<file path="config.mk">
export PLATFORM = sky130hd
export DESIGN_NAME = sys_arr_ctrl
export DESIGN_NICKNAME = d
export VERILOG_FILES = /design/src/rtl/sys_arr_ctrl.sv
export SDC_FILE = /design/constraint.sdc
export NUM_CORES = 1
export LEC_CHECK = 0
export CAP_MARGIN = 40
export CORE_UTILIZATION = 51
export DETAILED_ROUTE_END_ITERATION = 8
export MAX_ROUTING_LAYER = met4
export PLACE_DENSITY = 0.91
export SLEW_MARGIN = 20
export SYNTH_ARGS = -nofsm -noshare
export SYNTH_HDL_FRONTEND = slang
export SYNTH_SLANG_ARGS = --single-unit
</file>
<file path="constraint.sdc">
create_clock -name CLK -period 3.53 [get_ports CLK]
set_clock_uncertainty 0.15 [all_clocks]
set_input_delay 0.5295 -clock CLK [delete_from_list [all_inputs] [get_ports CLK]]
set_output_delay 0.5295 -clock CLK [all_outputs]
set_load 0.005 [all_outputs]
</file>
<file path="src/rtl/sys_arr_ctrl.sv">
// rtl/sys_arr_ctrl.sv - sequencer for an M x M output-stationary systolic array
// Clears the PEs, feeds skewed operand beats, waits for the wavefront, then drains rows.
module sys_arr_ctrl #(
  parameter int M       = 4,
  parameter int K_MAX   = 16,
  parameter int ACC_LAT = 1,
  localparam int IDX_W  = $clog2(K_MAX),
  localparam int T_W    = $clog2(K_MAX + 2*M),
  localparam int RW     = (M > 1) ? $clog2(M) : 1
) (
  input  logic                 CLK,
  input  logic                 rst,
  input  logic                 start,
  input  logic [IDX_W:0]       k_len,
  input  logic                 feed_rdy,
  input  logic                 drain_rdy,
  output logic                 busy,
  output logic                 err,
  output logic                 acc_clr,
  output logic [M-1:0]         feed_vld,
  output logic [M*IDX_W-1:0]   lane_idx,
  output logic                 drain_vld,
  output logic [RW-1:0]        drain_row,
  output logic                 done
);

  typedef enum logic [2:0] {
    S_IDLE, S_CLEAR, S_FEED, S_FLUSH, S_DRAIN, S_DONE
  } state_t;

  localparam logic [T_W-1:0] FLUSH_LAST = T_W'(M - 2 + ACC_LAT);
  localparam logic [RW-1:0]  ROW_LAST   = RW'(M - 1);

  state_t           state, state_nx;
  logic [T_W-1:0]   t;
  logic [RW-1:0]    r;
  logic [IDX_W:0]   klen;
  logic             start_ok;
  logic [T_W-1:0]   feed_last;

  assign start_ok  = (k_len != '0) && (k_len <= (IDX_W+1)'(K_MAX));
  // Last skewed beat: lane M-1 consumes its final k index at t = k_len+M-2.
  assign feed_last = T_W'(klen) + T_W'(M - 2);

  always_ff @(posedge CLK or negedge rst) begin
    if (!rst) state <= S_IDLE;
    else      state <= state_nx;
  end

  always_comb begin
    state_nx = state;
    case (state)
      S_IDLE:  if (start && start_ok) state_nx = S_CLEAR;
      S_CLEAR: state_nx = S_FEED;
      S_FEED:  if (feed_rdy && (t == feed_last)) state_nx = S_FLUSH;
      S_FLUSH: if (t == FLUSH_LAST) state_nx = S_DRAIN;
      S_DRAIN: if (drain_rdy && (r == ROW_LAST)) state_nx = S_DONE;
      S_DONE:  state_nx = S_IDLE;
      default: state_nx = S_IDLE;
    endcase
  end

  // t is shared: beat index during FEED, wavefront delay during FLUSH.
  always_ff @(posedge CLK or negedge rst) begin
    if (!rst) begin
      t    <= '0;
      r    <= '0;
      klen <= '0;
      err  <= 1'b0;
    end else begin
      err <= (state == S_IDLE) && start && !start_ok;
      case (state)
        S_IDLE: begin
          t <= '0;
          r <= '0;
          if (start && start_ok) klen <= k_len;
        end
        S_CLEAR: t <= '0;
        S_FEED: if (feed_rdy) t <= (t == feed_last) ? '0 : t + 1'b1;
        S_FLUSH: begin
          t <= (t == FLUSH_LAST) ? '0 : t + 1'b1;
          r <= '0;
        end
        S_DRAIN: if (drain_rdy && (r != ROW_LAST)) r <= r + 1'b1;
        default: begin
          t <= '0;
          r <= '0;
        end
      endcase
    end
  end

  always_comb begin
    busy      = (state != S_IDLE);
    acc_clr   = (state == S_CLEAR);
    drain_vld = (state == S_DRAIN);
    drain_row = (state == S_DRAIN) ? r : '0;
    done      = (state == S_DONE);
    feed_vld  = '0;
    lane_idx  = '0;
    if (state == S_FEED) begin
      for (int i = 0; i < M; i++) begin
        if ((t >= T_W'(i)) && ((t - T_W'(i)) < T_W'(klen))) begin
          feed_vld[i]                 = 1'b1;
          lane_idx[i*IDX_W +: IDX_W]  = IDX_W'(t - T_W'(i));
        end
      end
    end
  end

endmodule
</file>
# After elaboration in Yosys (flattened, before gate mapping)
# Cells that the tools add are included.
# W data, S select, Z words.
word_totals:
  register_bits: 16
  in_bits: 10
  output_inout_bits: 27
  elab_cells: 79
op_classes:
  add_sub_neg: 6
  order_cmp: 9
  n_eq_ne: 15
  mux: 22
  bitwise: 2
  reduce_logical: 20
ops:
  columns: ["operator", "n"]
  rows:
  - ["$lt A5 B5 Y1", 4]
  - ["$mux W4", 5]
  - ["$mux W16", 1]
  - ["$mux W5", 3]
  - ["$pmux W3 S5", 1]
  - ["$pmux W5 S3", 1]
  - ["$mux W3", 4]
  - ["$logic_and A1 B1 Y1", 11]
  - ["$ge A5 B1 Y1 const B", 2]
  - ["$ge A5 B2 Y1 const B", 2]
  - ["$sub A5 B2 Y5 const B", 2]
  - ["$ne A2 B2 Y1 const B", 4]
  - ["$eq A3 B2 Y1 const B", 2]
  - ["$eq A3 B3 Y1 const B", 2]
  - ["$ne A2 B1 Y1 const B", 3]
  - ["$reduce_and A2 Y1", 3]
  - ["$add A5 B1 Y5 const B", 1]
  - ["$add A5 B2 Y5 const B", 1]
  - ["$eq A5 B2 Y1 const B", 1]
  - ["$eq A5 B5 Y1", 1]
  - ["$le A5 B5 Y1 const B", 1]
  - ["$reduce_bool A5 Y1", 1]
  - ["$sub A5 B1 Y5 const B", 1]
  - ["$mux W1", 4]
  - ["11 further kinds", 13]

# Longest topological paths before layout
# Gate-level depths: netlist (run 1).
logic_depth:
  ltp_word: 5
  depth_mapped: 10

# Worst setup path after synthesis (run 1)
# OpenSTA, ideal clock, no wires.
synth_timing:
  path_kind: "flip-flop to output port"
  start: "reg t[2]"
  end: "out lane_idx[14]"
  arrival_time_ns: 2.194
  required_ns: 2.850
  path_slack_ns: 0.657
  path_stages_with_launch: 10
  n_path_buf: 1
  cell_sequence: "dfrtp_1 -> clkbuf_1 -> inv_1 -> ha_1 -> a21oi_1 -> xor2_1 -> ha_1 -> o21a_1 -> o21a_1 -> nor4_1"
synth_via:
  elab_chain_len: 5
  word_cells_on_any_way: 6
  classes_between: "add/sub: 1; order compare: 2; mux: 2; reduce/logical: 1"
synth_rtl:
  columns: ["element", "line", "rtl"]
  rows:
  - ["from (decl)", "35", "logic [T_W-1:0] t;"]
  - ["from (signal assigned)", "79", "S_FEED: if (feed_rdy) t <= (t == feed_last) ? '0 : t + 1'b1;"]
  - ["from (signal assigned)", "81", "t <= (t == FLUSH_LAST) ? '0 : t + 1'b1;"]
  - ["$sub A5 B2 Y5", "105", "lane_idx[i*IDX_W +: IDX_W] = IDX_W'(t - T_W'(i));"]
  - ["$lt A5 B5 Y1", "103", "if ((t >= T_W'(i)) && ((t - T_W'(i)) < T_W'(klen))) begin"]
  - ["$logic_and A1 B1 Y1", "103", null]
  - ["$mux W4 (*)", "103", null]
  - ["$mux W16 (*)", "101", "if (state == S_FEED) begin"]
  - ["to (decl)", "21", "output logic [M*IDX_W-1:0] lane_idx,"]
# Mark *: on every way between the ends. The rest lies on a longest branch, timed or not.

# Final worst setup path (run 1)
layout_timing:
  start: "reg t[1]"
  end: "out lane_idx[13]"
# Same word-level chain as after synthesis.

==> results.cfg, run 1 <==
[timing]
max_freq_mhz = 284.5
rsz0062_at_grt = true
timing.final.crit_share_pct = 99.57
fin_crit_ps = 3515
drv_slew = 0
hold_viol_final = 0
setup_violations = 0
worstMarginPinSlew_ps = 739.9
timing.slew.headroom_pct = 50.52
holdWs_ps = 414.6
finalSetupTns_ps = 0

[power]
powerDensity_mw_per_mm2 = 887.9
power.leakage_nw = 1.050
total_power_mw = 1.980
ir_drop_uv = 604.3

[route]
vias_per_cell = 5.644
wl_per_cell_um = 15.23
drt-total-wl_um = 4187
route.detailed.drc = 0
vias = 1552
postRouteAntennaNets = 0
drt_iter0_markers = 76
dr.pass1.iters = 4

[setup_path]
critPathBufInv = 2
cpLargestDelayFamily = buffers and inverters
crit_type = register to output port
slowest_delay_ps = 530
arrival_ps = 2840
end_kind = output port
setup.worst_path.start_class = register
crit_path_max_fanout = 5
worstPathCellList = buf_4 > ha_1 > a21oi_2 > xor2_1 > ha_1 > o21a_1 > o21a_1 > nor3_1 > clkdlybuf4s50_1
slowest_stage = clkdlybuf4s50_1
crit_required_ps = 2850

[logic_synthesis]
synthCells = 188
ys_ff_latch = 16
ys_top_cells_by_area = dfrtp_1 (24%), ha_1 (21%), xnor2_1 (4.2%), o21a_1 (4.0%), mux2_2 (4.0%)
synth_top_cell_area_share_pct = 23.77
synth-main-ff-cell = dfrtp_1
synth_edf_count = 0
synth_warnings = 0
syn-mean-instance-area_um2 = 8.958
synth_area_mm2 = 0.001684
synth_async_sr_flop_share_pct = 100.0
yosysTopAreaCell = dfrtp_1
ys_seq_area_share_pct = 23.77
ys_types = 39
synthesis.nets = 226

[die]
rows = 20
die_w_um = 59.47
die_y_um = 59.47
initial_core_util_pct = 54.27
core_area_mm2 = 0.003103
boundaryPins = 37
die-area_mm2 = 0.003536

[clocking]
clkTransAtPathRegs_ps = 90
root_buffer = clkbuf_4
htree_levels = 1
cts_hold_buf = 0
clk_latency_ps = 300
cts_made_buffers = 3
cts_tree = built
clock_path_buffers = 2
clock-sinks = 16

[global_routing]
grt_start_max_net_pins = 17
grt_pass1_vias = 1422
grtUsageTotal_pct = 25.70
grt_pass1_wl_um = 6479
antenna_found_initial = 0
overflow = 0

[status]
status = complete, no violations

[place]
place_area_mm2 = 0.002106
portBuffers = 36
gp_congestion = 0.9209
dp.final_hpwl_um = 3077

[cells_and_area]
n_fill_cell = 236
fin_area_mm2 = 0.002230
drive_gt1_share_pct = 14.29
seqCellArea_um2 = 400.4
finalNetCount = 270
multiInputGateArea_mm2 = 0.001265
areaGrowthSynthToFinish_pct = 32.39
n_antenna_cell = 0

[run]
cap_violations = 0

[worst_hold_path]
worst_hold_path_type = register to register
## power breakdown
| part | internal [mW] | total [mW] | switching (mW) |
|---|---|---|---|
| sequential | 0.237 | 0.305 | 0.0689 |
| combinational | 0.797 | 1.55 | 0.753 |
| clock | 0.0630 | 0.124 | 0.0613 |
| total | 1.10 | 1.98 | 0.883 |
## layer usage
layer	global-route usage (%)	wire length (µm)	up-vias
met4	6.803	38	0
met1	34.06	1869	738
met2	40.29	2076	47
met5	-	0	-
met3	4.585	203	8
li1	-	-	759
## kinds of logic (layout without fill, tap and decap cells)
logic type / after synthesis / count (layout) / share of synthesized area (%)
muxes: 7 / 7 / 4.606
xor gates and xnor gates: 15 / 15 / 7.801
AOI/OAI and AO/OA: 35 / 35 / 15.38
DFF: 16 / 16 / 23.77
and+or+nand+nor: 70 / 70 / 22.88
buffers and inverters: 17 / 60 / 4.754
adders and majority gates: 28 / 28 / 20.80
## layout make-up
cell class | instances | share of cell area [%]
Inverter | 11 | 1.852
Timing Repair Buffer | 45 | 19.36
Tap cell | 44 | 2.469
Clock buffer | 4 | 1.627
Sequential cell | 16 | 17.96
Multi-Input combinational cell | 155 | 56.73
## final timing paths
check / cells after the start / startpoint / slack (ps) / endpoint
setup reg to reg: 6 / t[3] / 1280 / t[3]
hold reg to reg: 1 / klen[4] / 410 / klen[4]
max in group asynchronous: 1 / rst / 2260 / t[0]
hold / removal: 1 / klen[4] / 410 / klen[4]
min in group asynchronous: 1 / rst / 510 / r[0]
setup / recovery: 9 / t[1] / 20 / lane_idx[13]
## sequential cells by signal, indices dropped and copies added (netlist names)
register and flops:
err 1, state 3, r 2, klen 5
t 5
## Yosys cell counts, types with 5 or more instances
master    n
ha_1     28
dfrtp_1  16
nand2_1  14
nor2_1   12
inv_1    11
nor3_1   11
o21a_1    9
xnor2_1   8
xor2_1    7
a21oi_1   6
mux2_2    6
nor2b_1   6
nor3b_1   6
and2_1    5
## stage by stage
step	instances	worst slack [ps]	utilization (%)
2_1_floorplan	188	656.7	-
3_3_place_gp	268	355.7	67.86
3_5_place_dp	268	247.7	67.86
4_1_cts	274	0.9137	69.40
5_1_grt	275	-57.67	71.85
6_report	275	15.32	71.85
## layout by cell type (no fill, tap or decap), types with 6 or more instances in the layout
| cell type | Yosys | final |
|---|---|---|
| clkdlybuf4s50_1 | 0 | 30 |
| ha_1 | 28 | 26 |
| dfrtp_1 | 16 | 16 |
| nand2_1 | 14 | 14 |
| nor3_1 | 11 | 11 |
| inv_1 | 11 | 11 |
| nor2_1 | 12 | 11 |
| buf_4 | 2 | 9 |
| o21a_1 | 9 | 8 |
| xor2_1 | 7 | 7 |
| xnor2_1 | 8 | 7 |
| mux2_2 | 6 | 6 |
## worst reg2reg max path, delay by kind of cell, from the launching register on
kind | cells | cell delay (ps)
simple gates | 1 | 250
compound gates | 4 | 920
buf+inv | 1 | 260
flops | 1 | 560
## what timing repair did
action                     4_1_cts  5_1_grt
setup buffers                    2        1
resized for setup                3       15
pin swaps                        0        1
setup endpoints to repair        8       12
Note: power is estimated with default switching activity, not from simulation.
==> inputs of run 2 (changes only) <==
--- a/config.mk
+++ b/config.mk
@@ -10,6 +10,7 @@
 export DETAILED_ROUTE_END_ITERATION = 8
 export MAX_ROUTING_LAYER = met4
 export PLACE_DENSITY = 0.91
+export SETUP_SLACK_MARGIN = 0.15
 export SLEW_MARGIN = 20
 export SYNTH_ARGS = -nofsm -noshare
 export SYNTH_HDL_FRONTEND = slang
==> run 2 against run 1 <==
Effect of this change:
- wire length grew 7.5%
- clock power is essentially flat
- final cell count grew 1.8%
- die area is the same
- non-clock buffer count grew 5
- register-to-register slack lost 90 ps
- critical path type unchanged
- fmax grew 5.7%
- setup slack gained 190 ps
- highest routed layer unchanged
- cell area grew 3.7%
- combinational power grew 5%
- critical path depth grew 1
==> results.cfg, run 2 (synthesis gave the netlist of run 1 again) <==
[status]
status = complete, no violations

[clocking]
clock-sinks = 16
cts_hold_buf = 0
cts_made_buffers = 3
clk_latency_ps = 300
root_buffer = clkbuf_4
clkTransAtPathRegs_ps = 100
cts_tree = built
htree_levels = 1
clock_path_buffers = 2

[setup_path]
crit_required_ps = 2850
arrival_ps = 2650
crit_path_max_fanout = 5
setup.worst_path.start_class = register
end_kind = output port
crit_type = register to output port

[power]
ir_drop_uv = 722.9
powerDensity_mw_per_mm2 = 895.9
p_int_mw = 1.133
seqPwrFrac_pct = 15.1
p_sw_mw = 0.9389
power_frac_clock_pct = 6.1
comb_power_share_pct = 78.9
total_power_mw = 2.071
switching_share_pct = 45.33
power.leakage_nw = 1.167

[die]
rows = 20
initial_core_util_pct = 54.27
die_y_um = 59.47
core_area_mm2 = 0.003103
die-area_mm2 = 0.003536
boundaryPins = 37
die_w_um = 59.47

[cells_and_area]
areaGrowthSynthToFinish_pct = 37.30
drive_gt1_share_pct = 19.07
n_antenna_cell = 0
finalNetCount = 275
reg.largest.list = klen (5), t (5), state (3)
layout_commonest_cell = ha_1
layout_common_cells = ha_1 (24), clkdlybuf4s50_1 (18), dfrtp_1 (15)

[route]
wl_per_cell_um = 16.08
vias_per_cell = 5.700
route.detailed.drc = 0
vias = 1596
drt-total-wl_um = 4501
postRouteAntennaNets = 0
dr.pass1.iters = 4
drt_iter0_markers = 45

[timing]
hold_viol_final = 0
timing.slew.headroom_pct = 50.56
finalSetupTns_ps = 0
setup_violations = 0
holdWs_ps = 415.0
worstMarginPinSlew_ps = 739.3
drv_slew = 0
max_freq_mhz = 300.8
fin_crit_ps = 3325
rsz0062_at_grt = false
timing.final.crit_share_pct = 94.18

[global_routing]
antenna_found_initial = 0
grtUsageTotal_pct = 26.60
grt_pass1_wl_um = 6665
overflow = 0
grt_start_max_net_pins = 17
grt_pass1_vias = 1439

[place]
gp_congestion = 0.9209
portBuffers = 36
dp.final_hpwl_um = 3077

[run]
cap_violations = 0

[worst_hold_path]
worst_hold_path_type = register to register
run 2: per-layer routing:
metal / vias to the layer above / part of all wire, % / track usage (%)
met5: - / 0 / -
met4: 0 / 3.5 / 6.463
met3: 22 / 7.2 / 5.240
met2: 60 / 46 / 42.05
met1: 745 / 43 / 34.88
li1: 769 / - / -
run 2: timing repair:
item                       4_1_cts  5_1_grt
gates resized for setup         17       22
setup endpoints to repair       19       10
cloned                           0        0
pin swaps                        1        7
buffers inserted                 3        5
run 2: power groups by stage:
stage / clock network (mW) / registers, mW / logic, mW
finish: 0.125 / 0.312 / 1.63
global route: 0.135 / 0.321 / 1.79
CTS: 0.129 / 0.303 / 1.44
detailed placement: 0 / 0.311 / 1.43
global placement: 0 / 0.306 / 1.38
floorplan: 0 / 0.292 / 0.904
run 2: worst max-delay path: stages, from the launching register on:
cell and delay, ps:
dfrtp_1 430, inv_2 80, buf_4 170, ha_4 270, inv_1 40, ha_1 260
o21a_1 100, o21a_1 160, o21a_1 240, nor2_1 100, clkdlybuf4s50_1 500
run 2: cell type report:
type                       instances  area [µm²]
multi-input combinational        155        1313
fill                             228       790.8
timing repair buffer              50       465.4
sequential                        16       401.6
tap                               44       55.05
inverter                          11       41.29
clock buffer                       4       36.28
run 2: metrics by stage:
stage          area, µm²  instances  utilization [%]  setup WS (ps)
6_report            2312        280            74.52          205.5
5_1_grt             2312        280            74.52          70.99
4_1_cts             2182        275            70.32          83.37
3_5_place_dp        2106        268            67.86          247.7
3_3_place_gp        2106        268            67.86          355.7
2_1_floorplan       1684        188                -          656.7
run 2: worst paths after layout:
kind,end,slack [ps],startpoint,depth (start not counted)
max,feed_vld[2],210,t[1],10
min,klen[4],410,klen[4],1
max reg2reg,t[3],1190,t[3],6
min in group asynchronous,r[0],510,rst,1
min reg2reg,klen[4],410,klen[4],1
max in group asynchronous,t[0],2210,rst,1
